--- config.mk ---
export PLATFORM = sky130hd
export DESIGN_NAME = alu_muldiv_seq
export DESIGN_NICKNAME = d
export VERILOG_FILES = /design/src/rtl/alu_muldiv_seq.sv
export SDC_FILE = /design/constraint.sdc
export NUM_CORES = 1
export LEC_CHECK = 0
export BUFFER_PORTS_ARGS = -buffer_cell sky130_fd_sc_hd__buf_2
export CAP_MARGIN = 10
export CORE_MARGIN = 2
export CORE_UTILIZATION = 40
export DETAILED_ROUTE_END_ITERATION = 8
export GPL_TIMING_DRIVEN = 0
export SLEW_MARGIN = 40
export SYNTH_ARGS = -nofsm -noshare
export SYNTH_HDL_FRONTEND = slang
export SYNTH_SLANG_ARGS = --single-unit
--- constraint.sdc ---
create_clock -name clk -period 2.1 [get_ports clk]
set_input_delay 0.525 -clock clk [delete_from_list [all_inputs] [get_ports clk]]
set_output_delay 0.525 -clock clk [all_outputs]
set_load 0.02 [all_outputs]
--- src/rtl/alu_muldiv_seq.sv ---
// Unsigned MUL (low word), DIVU and REMU computed by iterating an external single-cycle ALU.
// Latency: MUL WIDTH+1, DIVU/REMU 2*WIDTH+1, divide-by-zero and reserved op 1 cycle from accept.
// Backpressure: req_ready only in IDLE; one-cycle resp_valid strobe, consumer must sample it.
module alu_muldiv_seq #(
    parameter int WIDTH = 32
) (
    input  logic             clk,
    input  logic             rst,
    input  logic             req_valid,
    output logic             req_ready,
    input  logic [1:0]       req_op,
    input  logic [WIDTH-1:0] req_a,
    input  logic [WIDTH-1:0] req_b,
    output logic             resp_valid,
    output logic [WIDTH-1:0] resp_result,
    output logic [WIDTH-1:0] alu_a,
    output logic [WIDTH-1:0] alu_b,
    output logic [2:0]       alu_ctrl,
    input  logic [WIDTH-1:0] alu_out
);
    localparam int CW = $clog2(WIDTH);
    localparam logic [CW-1:0] CNT_LAST = CW'(WIDTH - 1);

    localparam logic [1:0] OP_MUL  = 2'b00;
    localparam logic [1:0] OP_DIVU = 2'b01;
    localparam logic [1:0] OP_REMU = 2'b10;

    localparam logic [2:0] ALU_ADD  = 3'b000;
    localparam logic [2:0] ALU_SUB  = 3'b001;
    localparam logic [2:0] ALU_SLTU = 3'b111;

    typedef enum logic [2:0] {
        IDLE    = 3'd0,
        MUL     = 3'd1,
        DIV_CMP = 3'd2,
        DIV_SUB = 3'd3,
        DONE    = 3'd4
    } state_t;

    state_t           state_q, state_d;
    logic [1:0]       op_q, op_d;
    logic [WIDTH-1:0] acc_q, acc_d;
    logic [WIDTH-1:0] mcand_q, mcand_d;
    logic [WIDTH-1:0] mplier_q, mplier_d;
    logic [WIDTH-1:0] rem_q, rem_d;
    logic [WIDTH-1:0] dvd_q, dvd_d;
    logic [WIDTH-1:0] dvs_q, dvs_d;
    logic [WIDTH-1:0] quo_q, quo_d;
    logic [WIDTH-1:0] result_q, result_d;
    logic [CW-1:0]    cnt_q, cnt_d;
    logic             ge_q, ge_d;
    logic [WIDTH-1:0] rs;

    assign rs          = {rem_q[WIDTH-2:0], dvd_q[WIDTH-1]};
    assign req_ready   = (state_q == IDLE) & ~rst;
    assign resp_valid  = (state_q == DONE) & ~rst;
    assign resp_result = result_q;

    always_ff @(posedge clk) begin
        if (rst) begin
            state_q  <= IDLE;
            op_q     <= '0;
            acc_q    <= '0;
            mcand_q  <= '0;
            mplier_q <= '0;
            rem_q    <= '0;
            dvd_q    <= '0;
            dvs_q    <= '0;
            quo_q    <= '0;
            result_q <= '0;
            cnt_q    <= '0;
            ge_q     <= 1'b0;
        end else begin
            state_q  <= state_d;
            op_q     <= op_d;
            acc_q    <= acc_d;
            mcand_q  <= mcand_d;
            mplier_q <= mplier_d;
            rem_q    <= rem_d;
            dvd_q    <= dvd_d;
            dvs_q    <= dvs_d;
            quo_q    <= quo_d;
            result_q <= result_d;
            cnt_q    <= cnt_d;
            ge_q     <= ge_d;
        end
    end

    always_comb begin
        state_d  = state_q;
        op_d     = op_q;
        acc_d    = acc_q;
        mcand_d  = mcand_q;
        mplier_d = mplier_q;
        rem_d    = rem_q;
        dvd_d    = dvd_q;
        dvs_d    = dvs_q;
        quo_d    = quo_q;
        result_d = result_q;
        cnt_d    = cnt_q;
        ge_d     = ge_q;
        alu_a    = '0;
        alu_b    = '0;
        alu_ctrl = ALU_ADD;

        case (state_q)
            IDLE: begin
                if (req_valid) begin
                    op_d = req_op;
                    case (req_op)
                        OP_MUL: begin
                            state_d  = MUL;
                            acc_d    = '0;
                            mcand_d  = req_a;
                            mplier_d = req_b;
                            cnt_d    = '0;
                        end
                        OP_DIVU, OP_REMU: begin
                            if (req_b == '0) begin
                                state_d  = DONE;
                                result_d = (req_op == OP_DIVU) ? '1 : req_a;
                            end else begin
                                state_d = DIV_CMP;
                                rem_d   = '0;
                                dvd_d   = req_a;
                                dvs_d   = req_b;
                                quo_d   = '0;
                                cnt_d   = '0;
                            end
                        end
                        default: begin
                            state_d  = DONE;
                            result_d = '0;
                        end
                    endcase
                end
            end
            MUL: begin
                alu_a    = acc_q;
                alu_b    = mplier_q[0] ? mcand_q : '0;
                acc_d    = alu_out;
                mcand_d  = mcand_q << 1;
                mplier_d = mplier_q >> 1;
                cnt_d    = cnt_q + 1'b1;
                if (cnt_q == CNT_LAST) begin
                    state_d  = DONE;
                    result_d = alu_out;
                end
            end
            DIV_CMP: begin
                alu_ctrl = ALU_SLTU;
                alu_a    = rs;
                alu_b    = dvs_q;
                rem_d    = rs;
                dvd_d    = dvd_q << 1;
                // The bit shifted out of rem means rs exceeds WIDTH bits, so it is >= dvs.
                ge_d     = rem_q[WIDTH-1] | ~alu_out[0];
                state_d  = DIV_SUB;
            end
            DIV_SUB: begin
                alu_ctrl = ALU_SUB;
                alu_a    = rem_q;
                alu_b    = dvs_q;
                if (ge_q) begin
                    rem_d = alu_out;
                end
                quo_d = {quo_q[WIDTH-2:0], ge_q};
                cnt_d = cnt_q + 1'b1;
                if (cnt_q == CNT_LAST) begin
                    state_d  = DONE;
                    result_d = (op_q == OP_DIVU) ? {quo_q[WIDTH-2:0], ge_q}
                                                 : (ge_q ? alu_out : rem_q);
                end else begin
                    state_d = DIV_CMP;
                end
            end
            DONE: begin
                state_d = IDLE;
            end
            default: begin
                state_d = IDLE;
            end
        endcase
    end
endmodule

# Word-level counts from Yosys, hierarchy flattened
# Index checks and enable logic that the tools add are counted.
[word_totals]
reg_bits = 266
output_inout_bits = 101
[classes]
addsub = 1
mux = 41
bitwise_logic = 6
reduce_logical = 21
n_eq_ne = 18
[ops]
columns = ["cell", "n"]
rows = [
  ["$mux W32", 20],
  ["$pmux W32 S2", 6],
  ["$pmux W32 S3", 3],
  ["$pmux W31 S2", 1],
  ["$logic_not A32 Y1", 1],
  ["$pmux W5 S2", 2],
  ["$reduce_and A4 Y1", 5],
  ["$mux W3", 4],
  ["$pmux W3 S2", 2],
  ["$pmux W3 S4", 1],
  ["$mux W5", 2],
  ["$ne A2 B2 Y1 const B", 5],
  ["$reduce_bool A2 Y1", 4],
  ["$eq A3 B2 Y1 const B", 2],
  ["$ne A3 B3 Y1 const B", 2],
  ["$reduce_and A6 Y1", 1],
  ["$reduce_bool A3 Y1", 2],
  ["$reduce_or A2 Y1", 3],
  ["$add A5 B1 Y5 const B", 1],
  ["$eq A5 B5 Y1 const B", 1],
  ["$eq A2 B1 Y1 const B", 2],
  ["$ne A2 B1 Y1 const B", 2],
  ["$reduce_and A2 Y1", 2],
  ["$eq A3 B1 Y1 const B", 1],
  ["other kinds (9)", 12],
]

# Logic depth before layout (Yosys ltp)
# Gate-level depths: netlist of the first run.
[depth]
ltp_word = 6
depth_mapped = 9

# Worst setup path after synthesis of the first run
# OpenSTA, ideal clock, no wires.
[synth_timing]
path_type = "flip-flop to output port"
start = "reg state_q[1]"
end = "out alu_a[16]"
arrival_ps = 1950
path_stages_with_launch = 7
path_slack_ps = -375
n_path_buf = 4
path_cell_list = "dfxtp_1 -> buf_2 -> buf_2 -> buf_2 -> clkbuf_1 -> nand2_1 -> a311oi_1"
[synth_between]
elab_chain_len = 2
[synth_rtl]
columns = ["element", "line_no", "source"]
rows = [
  ["start: declaration", "40", "state_t state_q, state_d;"],
  ["start signal: assignment", "74", "state_q <= state_d;"],
  ["$eq A3 B2 Y1 or $eq A3 B1 Y1 (tied branches)", "106", "case (state_q)"],
  ["$pmux W32 S3 (*)", "106", ""],
  ["end: declaration", "16", "output logic [WIDTH-1:0] alu_a,"],
]
# Mark *: on every way between the ends. The rest lies on a longest branch, timed or not.

# Worst setup path in the final report of the first run
[layout_timing]
start = "reg state_q[1]"
end = "out alu_b[12]"
[layout_between]
elab_chain_len = 3
[layout_rtl]
columns = ["element", "line_no", "source"]
rows = [
  ["$eq A3 B2 Y1", "106", ""],
  ["$reduce_or A2 Y1 (no source line)", "n/a", ""],
  ["$pmux W32 S2 (*)", "106", ""],
  ["end: declaration", "17", "output logic [WIDTH-1:0] alu_b,"],
]
# Marks and branches as above.

==> impl_metrics.yaml, run 1 <==
status:
  status: "finished, violations left"
  failed_checks: "setup timing"
setup_path:
  max_stage_delay_ns: 0.32
  reg2reg_to: "acc_q[16]"
  rr_worst_depth: 8
  cp-start-kind: "flop"
  regToRegStartpoint: "state_q[0]"
  cp_cell_sequence: "buf_6, nor3b_4, and2_4, clkbuf_16, a22o_1, buf_4"
  path_class: "reg -> out"
  cp.arrival_ns: 2.07
  endpoint_kind: "primary output"
  critPathSlowestCell: "dfxtp_2"
  crit_path_max_fanout: 6
  crit_path_end: "alu_b[12]"
  rrSetupSlack_ns: 0.04
  cp.required_ns: 1.57
  crit_path_start: "state_q[1]"
cts:
  clockBufferDepth: 3
  cts_tree: "yes"
  clock_sinks: 266
  clock_latency_ns: 0.57
  cts_root_buf: "clkbuf_16"
  cts_made_buffers: 29
  ctsHtreeMaxLevel: 1
  cts_hold_buffers: 0
  clk_pin_slew_ns: 0.07
timing:
  final.setup.worst_slack_ns: -0.4933
  setup_viol: 69
  finalClockSkew_ns: 0.01795
  maxSlewViolCount: 0
  min_period_over_period: 1.235
  setup_tns_ns: -29.22
  fmax_mhz: 385.6
  grt_setup_unrepaired: "yes"
  hold_viol: 0
  min_period_ns: 2.593
  worst_slew_pin_slew_ns: 0.8301
  relSlewSlack: 0.4466
pwr:
  ir_worst_vdd_v: 0.0006480
  netSwitchingPower_mw: 4.847
  swShare: 0.3273
  total_power_mw: 14.81
  powerDensity_nw_per_um2: 879.2
  combPwrFrac: 0.259
  pwr-share-clk: 0.351
  intPower_mw: 9.964
  p_seq_frac: 0.390
  leakage_nw: 6.314
synth:
  synth.distinct_cells: 44
  synth_area_leader_cell: "dfxtp_1"
  ys_seq_area_frac: 0.4208
  avgSynthCellArea_sq_um: 7.885
  synth_ff_type: "dfxtp_1"
  syn_inst: 1605
  yosys_warnings: 0
  synth_area_leaders: "dfxtp_1 42%, a21oi_1 8.5%, nand2_1 6.8%"
  postSynthNetCount: 1711
  synthArstFlopShare: 0
  synth_top_area_frac: 0.4208
  synth_edf_count: 0
  netlist_area_sq_um: 12660
  synth_seq_cells: 266
final_layout:
  antenna-diode-count: 0
  multi_input_area_sq_um: 7106
  area_growth_pct: 33.11
  nNetsFinal: 1989
  fillCellCount: 2962
  final_layout_size_suffix_gt1_frac: 0.2660
  register_area_sq_um: 5331
placement:
  place_congestion: 0.9062
  hpwl_um: 34920
  pre_cts_ws_ns: -0.8846
  io_buffers: 199
floorplan:
  pin_count: 202
  start_util: 0.4031
  die_x_um: 181.9
  core_area_sq_um: 31390
  die-area_sq_um: 33080
  die_y_um: 181.9
  rows: 65
route:
  drt_first_pass_iters: 5
  ant_nets: 0
  post_drt_via_cell_ratio: 5.789
  routed_wl_um: 48060
  wl_per_cell_um: 20.82
  vias: 13360
  drcViolationCount: 0
  drt-initial-drc-count: 1265
grt:
  grt_pass1_wl_um: 72910
  grt_overflow: 0
  track_usage: 0.2786
  grt_antenna_before_repair: 1
  grt_max_degree: 15
  grt_pass1_vias: 13040
worst_hold_path:
  hp-class: "in -> reg"
flow_run:
  maxCapViolCount: 0
==> final cells by class <==
| class | count | area share |
|---|---|---|
| clock buffers | 44 | 0.05236 |
| flip-flops and latches | 266 | 0.3165 |
| plain buffers | 159 | 0.06402 |
| repair buffers | 252 | 0.1086 |
| inverters | 7 | 0.001857 |
| clock inverters | 10 | 0.005050 |
| multi-input cells | 1168 | 0.4218 |
| well taps | 402 | 0.02986 |
==> cells by family after synthesis <==
logic type | Yosys count | share of synthesized area
AND/OR/NAND/NOR | 582 | 0.1974
adder cells (fa/ha/maj) | 5 | 0.004943
flip-flops | 266 | 0.4208
buffers and inverters | 171 | 0.05694
multiplexers | 95 | 0.07672
AO/OA/AOI/OAI | 486 | 0.2432
==> metrics by stage <==
stage	hold slack, ns	std cells	area (sq um)	util
2_1_floorplan	0.4338	1605	12770	-
3_3_place_gp	0.4407	2206	14270	0.4546
3_5_place_dp	0.4464	2207	14280	0.4549
4_1_cts	0.2196	2299	16400	0.5224
5_1_grt	0.2350	2308	16850	0.5366
6_report	0.2351	2308	16850	0.5366
==> critical path: cells and delay by family (launching register included) <==
kind	cells	cell delay (ns)
simple gates	2	0.57
buf+inv	3	0.45
flops	1	0.32
compound gates	1	0.15
==> routing by layer <==
metal,global-route usage,up-vias,share of wire
li1,-,6332,-
met4,0.08548,2,0.030
met1,0.3683,6280,0.42
met2,0.4659,638,0.46
met5,0,-,0.00029
met3,0.04753,109,0.088
==> synth_stat cells (2+ instances only) <==
cell      number
a211oi_1      79
a21oi_1      216
a221oi_1       2
a222oi_1      31
a22o_1        32
a22oi_1       17
a311oi_1       3
and3_1         2
buf_1         22
buf_2         38
buf_4          8
clkbuf_1      95
dfxtp_1      266
ha_1           5
inv_1          6
mux2_2        16
mux2i_1       79
nand2_1      229
nand2b_1       7
nand3_1       65
nand3b_1       2
nand4_1        3
nor2_1       190
nor2b_1        2
nor3_1        33
nor4_1        40
o211ai_1      33
o21ai_0       68
==> layout by cell type, fill, tap and decap left out, types with 16 or more instances in the layout <==
cell type and n:
clkbuf_2 20, nor4_1 36, a222oi_1 31, o21ai_0 67, buf_2 162, a22o_1 26
buf_4 78, dfxtp_1 261, clkbuf_16 34, a211oi_2 17, mux2i_1 79, nand2_1 227
o211ai_1 33, clkbuf_1 59, buf_6 58, nand3_1 65, nor2_1 180, nor3_1 16
a211oi_1 62, a21oi_1 210
==> worst min path at each step <==
stage,endpoint,depth (start not counted),from
floorplan,acc_q[17],2,acc_q[17]
global placement,acc_q[23],2,acc_q[23]
detailed placement,acc_q[20],2,acc_q[20]
CTS,dvs_q[10],3,req_b[10]
global route,dvs_q[20],3,req_b[20]
finish,acc_q[9],3,alu_out[9]
==> power by group through the flow <==
stage / logic (mW) / clock network [mW] / registers (mW)
after floorplan: 2.01 / 0 / 5.89
after global placement: 3.13 / 0 / 5.84
after detailed placement: 3.18 / 0 / 5.85
after CTS: 3.63 / 5.24 / 5.76
after global routing: 4.11 / 5.43 / 5.83
final: 3.84 / 5.20 / 5.78
==> flip-flops by register name, indices dropped and copies added, names as in the netlist <==
signal / count
mplier_q: 32
quo_q: 31
resp_result: 32
state_q: 3
ge_q: 1
dvs_q: 32
mcand_q: 32
dvd_q: 32
cnt_q: 5
acc_q: 32
rem_q: 32
op_q: 2
==> repair_timing <==
action,in CTS,in global routing
buffers inserted,39,13
pin swaps,41,33
gates resized for setup,255,109
cloned,2,4
setup endpoints to repair,318,240
Note: power is estimated with default switching activity, not from simulation.
==> run 2, diff against run 1 <==
--- a/config.mk
+++ b/config.mk
@@ -8,9 +8,10 @@
 export BUFFER_PORTS_ARGS = -buffer_cell sky130_fd_sc_hd__buf_2
 export CAP_MARGIN = 10
 export CORE_MARGIN = 2
-export CORE_UTILIZATION = 40
+export CORE_UTILIZATION = 51
 export DETAILED_ROUTE_END_ITERATION = 8
 export GPL_TIMING_DRIVEN = 0
+export PLACE_DENSITY = 0.76
 export SLEW_MARGIN = 40
 export SYNTH_ARGS = -nofsm -noshare
 export SYNTH_HDL_FRONTEND = slang
==> run 2 against run 1 <==
Compared with the run above: the flow still finishes with violations (setup timing); fmax is 1.1% lower; register-to-register slack worse by 0.16 ns; critical endpoint is now alu_b[4]; hold slack worse by 0.018 ns.
==> impl_metrics.yaml, run 2 (synthesis results as in run 1) <==
placement:
  place_congestion: 0.9527
  hpwl_um: 32560
  io_buffers: 199
  post_dp_cell_area_sq_um: 14180
  dp_cells: 2128
  pre_cts_ws_ns: -0.9622
final_layout:
  final_area_sq_um: 16890
  stdcell_count: 2224
  final_layout_size_suffix_gt1_frac: 0.2624
  area_growth_pct: 33.43
  nNetsFinal: 1982
  final_common_cell: "dfxtp_1"
  mostFrequentLayoutCells: "263 x dfxtp_1, 226 x nand2_1, 202 x a21oi_1, 178 x nor2_1, 151 x buf_2"
cts:
  cts_tree: "yes"
  clk_pin_slew_ns: 0.07
  clock_sinks: 266
  cts_made_buffers: 29
  cts_root_buf: "clkbuf_16"
  clockBufferDepth: 3
  clock_latency_ns: 0.58
  ctsHtreeMaxLevel: 1
  cts_hold_buffers: 0
floorplan:
  die_y_um: 161.5
  die_x_um: 161.5
  pin_count: 202
  die-area_sq_um: 26090
  start_util: 0.5204
  core_area_sq_um: 24320
  rows: 57
timing:
  grt_setup_unrepaired: "yes"
  fmax_mhz: 381.4
  finalClockSkew_ns: 0.01681
  min_period_over_period: 1.248
  maxSlewViolCount: 0
  final.setup.worst_slack_ns: -0.5217
  min_period_ns: 2.622
  setup_viol: 140
  relSlewSlack: 0.4771
  worst_slew_pin_slew_ns: 0.7844
  hold_viol: 0
grt:
  grt_overflow: 0
  gr-usage-met2: 0.5517
  grt.busiest_layer: "met2"
  grt_util_met3: 0.06985
  grt_pass1_wl_um: 70930
  globalRouteMet1Util: 0.4290
  grt_pass1_vias: 13240
  grt_max_degree: 16
  track_usage: 0.3411
  grt_antenna_before_repair: 2
setup_path:
  cp.required_ns: 1.57
  path_class: "reg -> out"
  cp.arrival_ns: 2.10
  cp_top_family: "simple AND/OR/NAND/NOR gates"
  path_depth: 6
  critPathMostFrequentCell: "buf_6"
  cp_cell_sequence: "buf_6, nor3b_4, and2_4, clkbuf_16, a22o_1, buf_6"
  critPathSlowestCell: "dfxtp_4"
  max_stage_delay_ns: 0.37
  path_buf_inv: 3
  rr_worst_depth: 7
  crit_path_max_fanout: 10
  endpoint_kind: "primary output"
  cp-start-kind: "flop"
route:
  vias: 14210
  drt-initial-drc-count: 1999
  wl_per_cell_um: 22.02
  drcViolationCount: 0
  drt_first_pass_iters: 7
  post_drt_via_cell_ratio: 6.391
  ant_nets: 0
  routed_wl_um: 48970
pwr:
  combPwrFrac: 0.261
  swShare: 0.3297
  pwr-share-clk: 0.357
  p_seq_frac: 0.381
  ir_worst_vdd_v: 0.0006871
  netSwitchingPower_mw: 4.997
  total_power_mw: 15.16
  intPower_mw: 10.16
  powerDensity_nw_per_um2: 897.6
  leakage_nw: 6.304
worst_hold_path:
  hold_path_depth: 3
  hp-class: "in -> reg"
status:
  status: "finished, violations left"
  failed_checks: "setup timing"
flow_run:
  maxCapViolCount: 0
==> run 2: cell count changes in the layout (fill, tap and decap cells not counted), sizes merged <==
cell    change
buf        -14
clkinv      +5
bufinv      +3
clkbuf      -2
diode       +2
==> run 2: timing repair <==
action	in CTS	in global routing
resized for setup	277	136
cloned	3	4
setup buffers	27	14
pin swaps	46	34
setup endpoints to repair	292	278
==> run 2: worst reg2reg max path, cell delays in order, from the launching register on <==
cell and delay, ns:
dfxtp_4 0.37, buf_6 0.11, buf_4 0.14, nor2b_1 0.46, nand2_1 0.40, buf_1 0.36, nand3_1 0.18, a21oi_1 0.08
==> run 2: worst paths after layout <==
check / from / endpoint / slack (ns)
setup / recovery: state_q[0] / alu_b[4] / -0.52
hold / removal: req_b[21] / dvs_q[21] / 0.22
setup reg to reg: state_q[0] / quo_q[1] / -0.12
hold reg to reg: dvs_q[10] / dvs_q[10] / 0.46
==> run 2: cell type report <==
| cell class | instances | area [sq um] |
|---|---|---|
| clock inverters | 18 | 212.7 |
| flip-flops and latches | 266 | 5334 |
| repair buffers | 246 | 1814 |
| diodes | 2 | 5.005 |
| inverters | 7 | 32.53 |
| clock buffers | 35 | 788.3 |
| plain buffers | 158 | 1135 |
| fillers | 1872 | 7433 |
| well taps | 324 | 405.4 |
| multi-input cells | 1168 | 7159 |
==> run 2: through the flow <==
stage / setup TNS, ns / util / hold WS [ns]
6_report: -32.96 / 0.6943 / 0.2174
5_1_grt: -38.33 / 0.6943 / 0.2100
4_1_cts: -28.24 / 0.6733 / 0.2003
3_5_place_dp: -184.91 / 0.5830 / 0.4456
3_3_place_gp: -183.86 / 0.5829 / 0.4408
2_1_floorplan: -1.005 / - / 0.4338
==> run 2: power groups by stage <==
stage	logic (mW)	clock network [mW]	registers, mW
2_1_floorplan	2.01	0	5.89
3_3_place_gp	3.05	0	5.84
3_5_place_dp	3.12	0	5.85
4_1_cts	3.58	5.38	5.75
5_1_grt	4.19	5.62	5.82
6_report	3.96	5.42	5.78
==> run 2: layer usage <==
metal	share of wire	wire length, um
met2	0.45	21820
met5	0	0
met4	0.061	3007
met1	0.38	18430
met3	0.12	5717
==> run 3, diff against run 2 <==
--- a/config.mk
+++ b/config.mk
@@ -8,10 +8,11 @@
 export BUFFER_PORTS_ARGS = -buffer_cell sky130_fd_sc_hd__buf_2
 export CAP_MARGIN = 10
 export CORE_MARGIN = 2
-export CORE_UTILIZATION = 51
+export CORE_UTILIZATION = 53
+export CTS_BUF_LIST = sky130_fd_sc_hd__clkbuf_4
 export DETAILED_ROUTE_END_ITERATION = 8
 export GPL_TIMING_DRIVEN = 0
-export PLACE_DENSITY = 0.76
+export PLACE_DENSITY = 0.78
 export SLEW_MARGIN = 40
 export SYNTH_ARGS = -nofsm -noshare
 export SYNTH_HDL_FRONTEND = slang
==> run 3 against run 2 <==
Compared with the run above: the flow still finishes with violations (setup timing); largest power group unchanged; clock power shrank 17%; first-iteration DRC count is 12% lower; sequential share of layout area rose by 0.64 points; critical path depth unchanged; register-to-register slack better by 0.07 ns; flip-flop and latch count is the same; combinational power shrank 3%; worst setup slack worse by 0.13 ns; die area shrank 3.7%.
==> impl_metrics.yaml, run 3 (synthesis results as in run 1) <==
timing:
  min_period_ns: 2.756
  whs_ns: 0.09612
  setup_viol: 77
  finalClockSkew_ns: 0.04233
  final.setup.worst_slack_ns: -0.6560
  grt_setup_unrepaired: "yes"
  relSlewSlack: 0.4549
  hold_viol: 0
  fmax_mhz: 362.8
  maxSlewViolCount: 0
  min_period_over_period: 1.312
  worst_slew_pin_slew_ns: 0.8176
floorplan:
  die-area_sq_um: 25130
  rows: 56
  pin_count: 202
  start_util: 0.5392
  die_x_um: 158.5
  core_area_sq_um: 23470
  die_y_um: 158.5
cts:
  clk_pin_slew_ns: 0.07
  ctsHtreeMaxLevel: 3
  cts_root_buf: "clkbuf_4"
  cts_tree: "yes"
  clock_latency_ns: 0.70
  clock_sinks: 266
  clockBufferDepth: 3
  cts_made_buffers: 70
setup_path:
  cp_top_family: "buffers and inverters"
  max_stage_delay_ns: 0.36
  cp.arrival_ns: 2.23
  cp_cell_sequence: "buf_6, clkbuf_4, buf_8, a21oi_1, a211oi_2, buf_4"
  path_buf_inv: 4
  crit_path_max_fanout: 10
  critPathSlowestCell: "dfxtp_2"
  cp.required_ns: 1.57
  endpoint_kind: "primary output"
  cp-start-kind: "flop"
  path_class: "reg -> out"
grt:
  grt_antenna_before_repair: 2
  grt.busiest_layer: "met2"
  grt_overflow: 0
  gr-usage-met2: 0.5596
  grt_pass1_vias: 13500
  grt_max_degree: 12
  track_usage: 0.3582
  grt_util_met3: 0.09662
  grt_pass1_wl_um: 70360
  globalRouteMet1Util: 0.4509
flow_run:
  maxCapViolCount: 0
final_layout:
  final_layout_size_suffix_gt1_frac: 0.2771
  nNetsFinal: 2023
  final_common_cell: "dfxtp_1"
  stdcell_count: 2285
  mostFrequentLayoutCells: "262 x dfxtp_1, 228 x nand2_1, 202 x a21oi_1, 179 x nor2_1, 155 x buf_2"
  area_growth_pct: 30.73
placement:
  place_congestion: 0.9896
  io_buffers: 199
  hpwl_um: 31910
  dp_cells: 2123
route:
  drt-initial-drc-count: 1760
  ant_nets: 0
  post_drt_via_cell_ratio: 6.353
  wl_per_cell_um: 20.96
  vias: 14520
  routed_wl_um: 47900
  drt_first_pass_iters: 6
  drcViolationCount: 0
pwr:
  ir_worst_vdd_v: 0.0004876
  total_power_mw: 14.11
  leakage_nw: 6.288
  powerDensity_nw_per_um2: 853.0
status:
  failed_checks: "setup timing"
  status: "finished, violations left"
worst_hold_path:
  hp-class: "in -> reg"
==> run 3: changes by cell type in the layout (fill, tap and decap cells not counted), sizes merged <==
cell      change
clkinvlp      -1
diode         +1
clkinv        +4
clkbuf       +69
buf           -6
inv           +2
bufinv        -3
==> run 3: area by class of cell <==
cell class	count	area, sq um
antenna	3	7.507
buffer	158	1097
sequential	266	5333
clock buffer	98	735.7
tap	319	399.1
clock inverter	20	106.4
timing repair buffer	246	1748
inverter	7	31.28
fill	1790	6928
multi-input combinational	1168	7087
==> run 3: metrics by stage <==
step / worst slack (ns) / area [sq um] / TNS, ns / util
detailed placement: -0.8708 / 14170 / -169.04 / 0.6036
finish: -0.6560 / 16540 / -37.83 / 0.7049
CTS: -0.5852 / 16030 / -35.88 / 0.6829
global route: -0.6307 / 16540 / -39.30 / 0.7047
floorplan: -0.1158 / 12770 / -1.005 / -
global placement: -0.8919 / 14170 / -165.76 / 0.6036
==> run 3: timing repair <==
action                     4_1_cts  5_1_grt
pin swaps                       24       30
setup endpoints to repair      197      252
buffers inserted                24       20
hold buffers                     0        0
resized for setup              240      122
gates cloned                     1        2
==> run 3: routing by layer <==
metal	vias up	part of all wire	routed length (um)
met3	282	0.13	6429
met5	-	0	0
li1	6452	-	-
met1	6635	0.36	17460
met2	1147	0.44	21290
met4	0	0.057	2717
==> run 3: report_power, final <==
group          total [mW]  switching (mW)  internal [mW]
Clock                4.50            2.23           2.27
Combinational        3.83            2.39           1.44
Sequential           5.78           0.296           5.48
Total                14.1            4.91           9.20
==> run 3: path summary, 6_finish.rpt <==
check	startpoint	to	slack (ns)	cells after the start
min reg2reg	dvs_q[20]	dvs_q[20]	0.46	2
max	state_q[0]	alu_a[13]	-0.66	6
min	req_b[13]	dvs_q[13]	0.1	3
max reg2reg	state_q[0]	mcand_q[19]	-0.05	8
==> run 3: worst reg2reg max path, stage by stage (launching register included) <==
cell,delay (ns)
dfxtp_2,0.36
buf_6,0.13
nor3b_4,0.27
buf_4,0.16
buf_4,0.14
clkbuf_4,0.26
buf_4,0.26
mux2i_1,0.28
a211oi_1,0.12
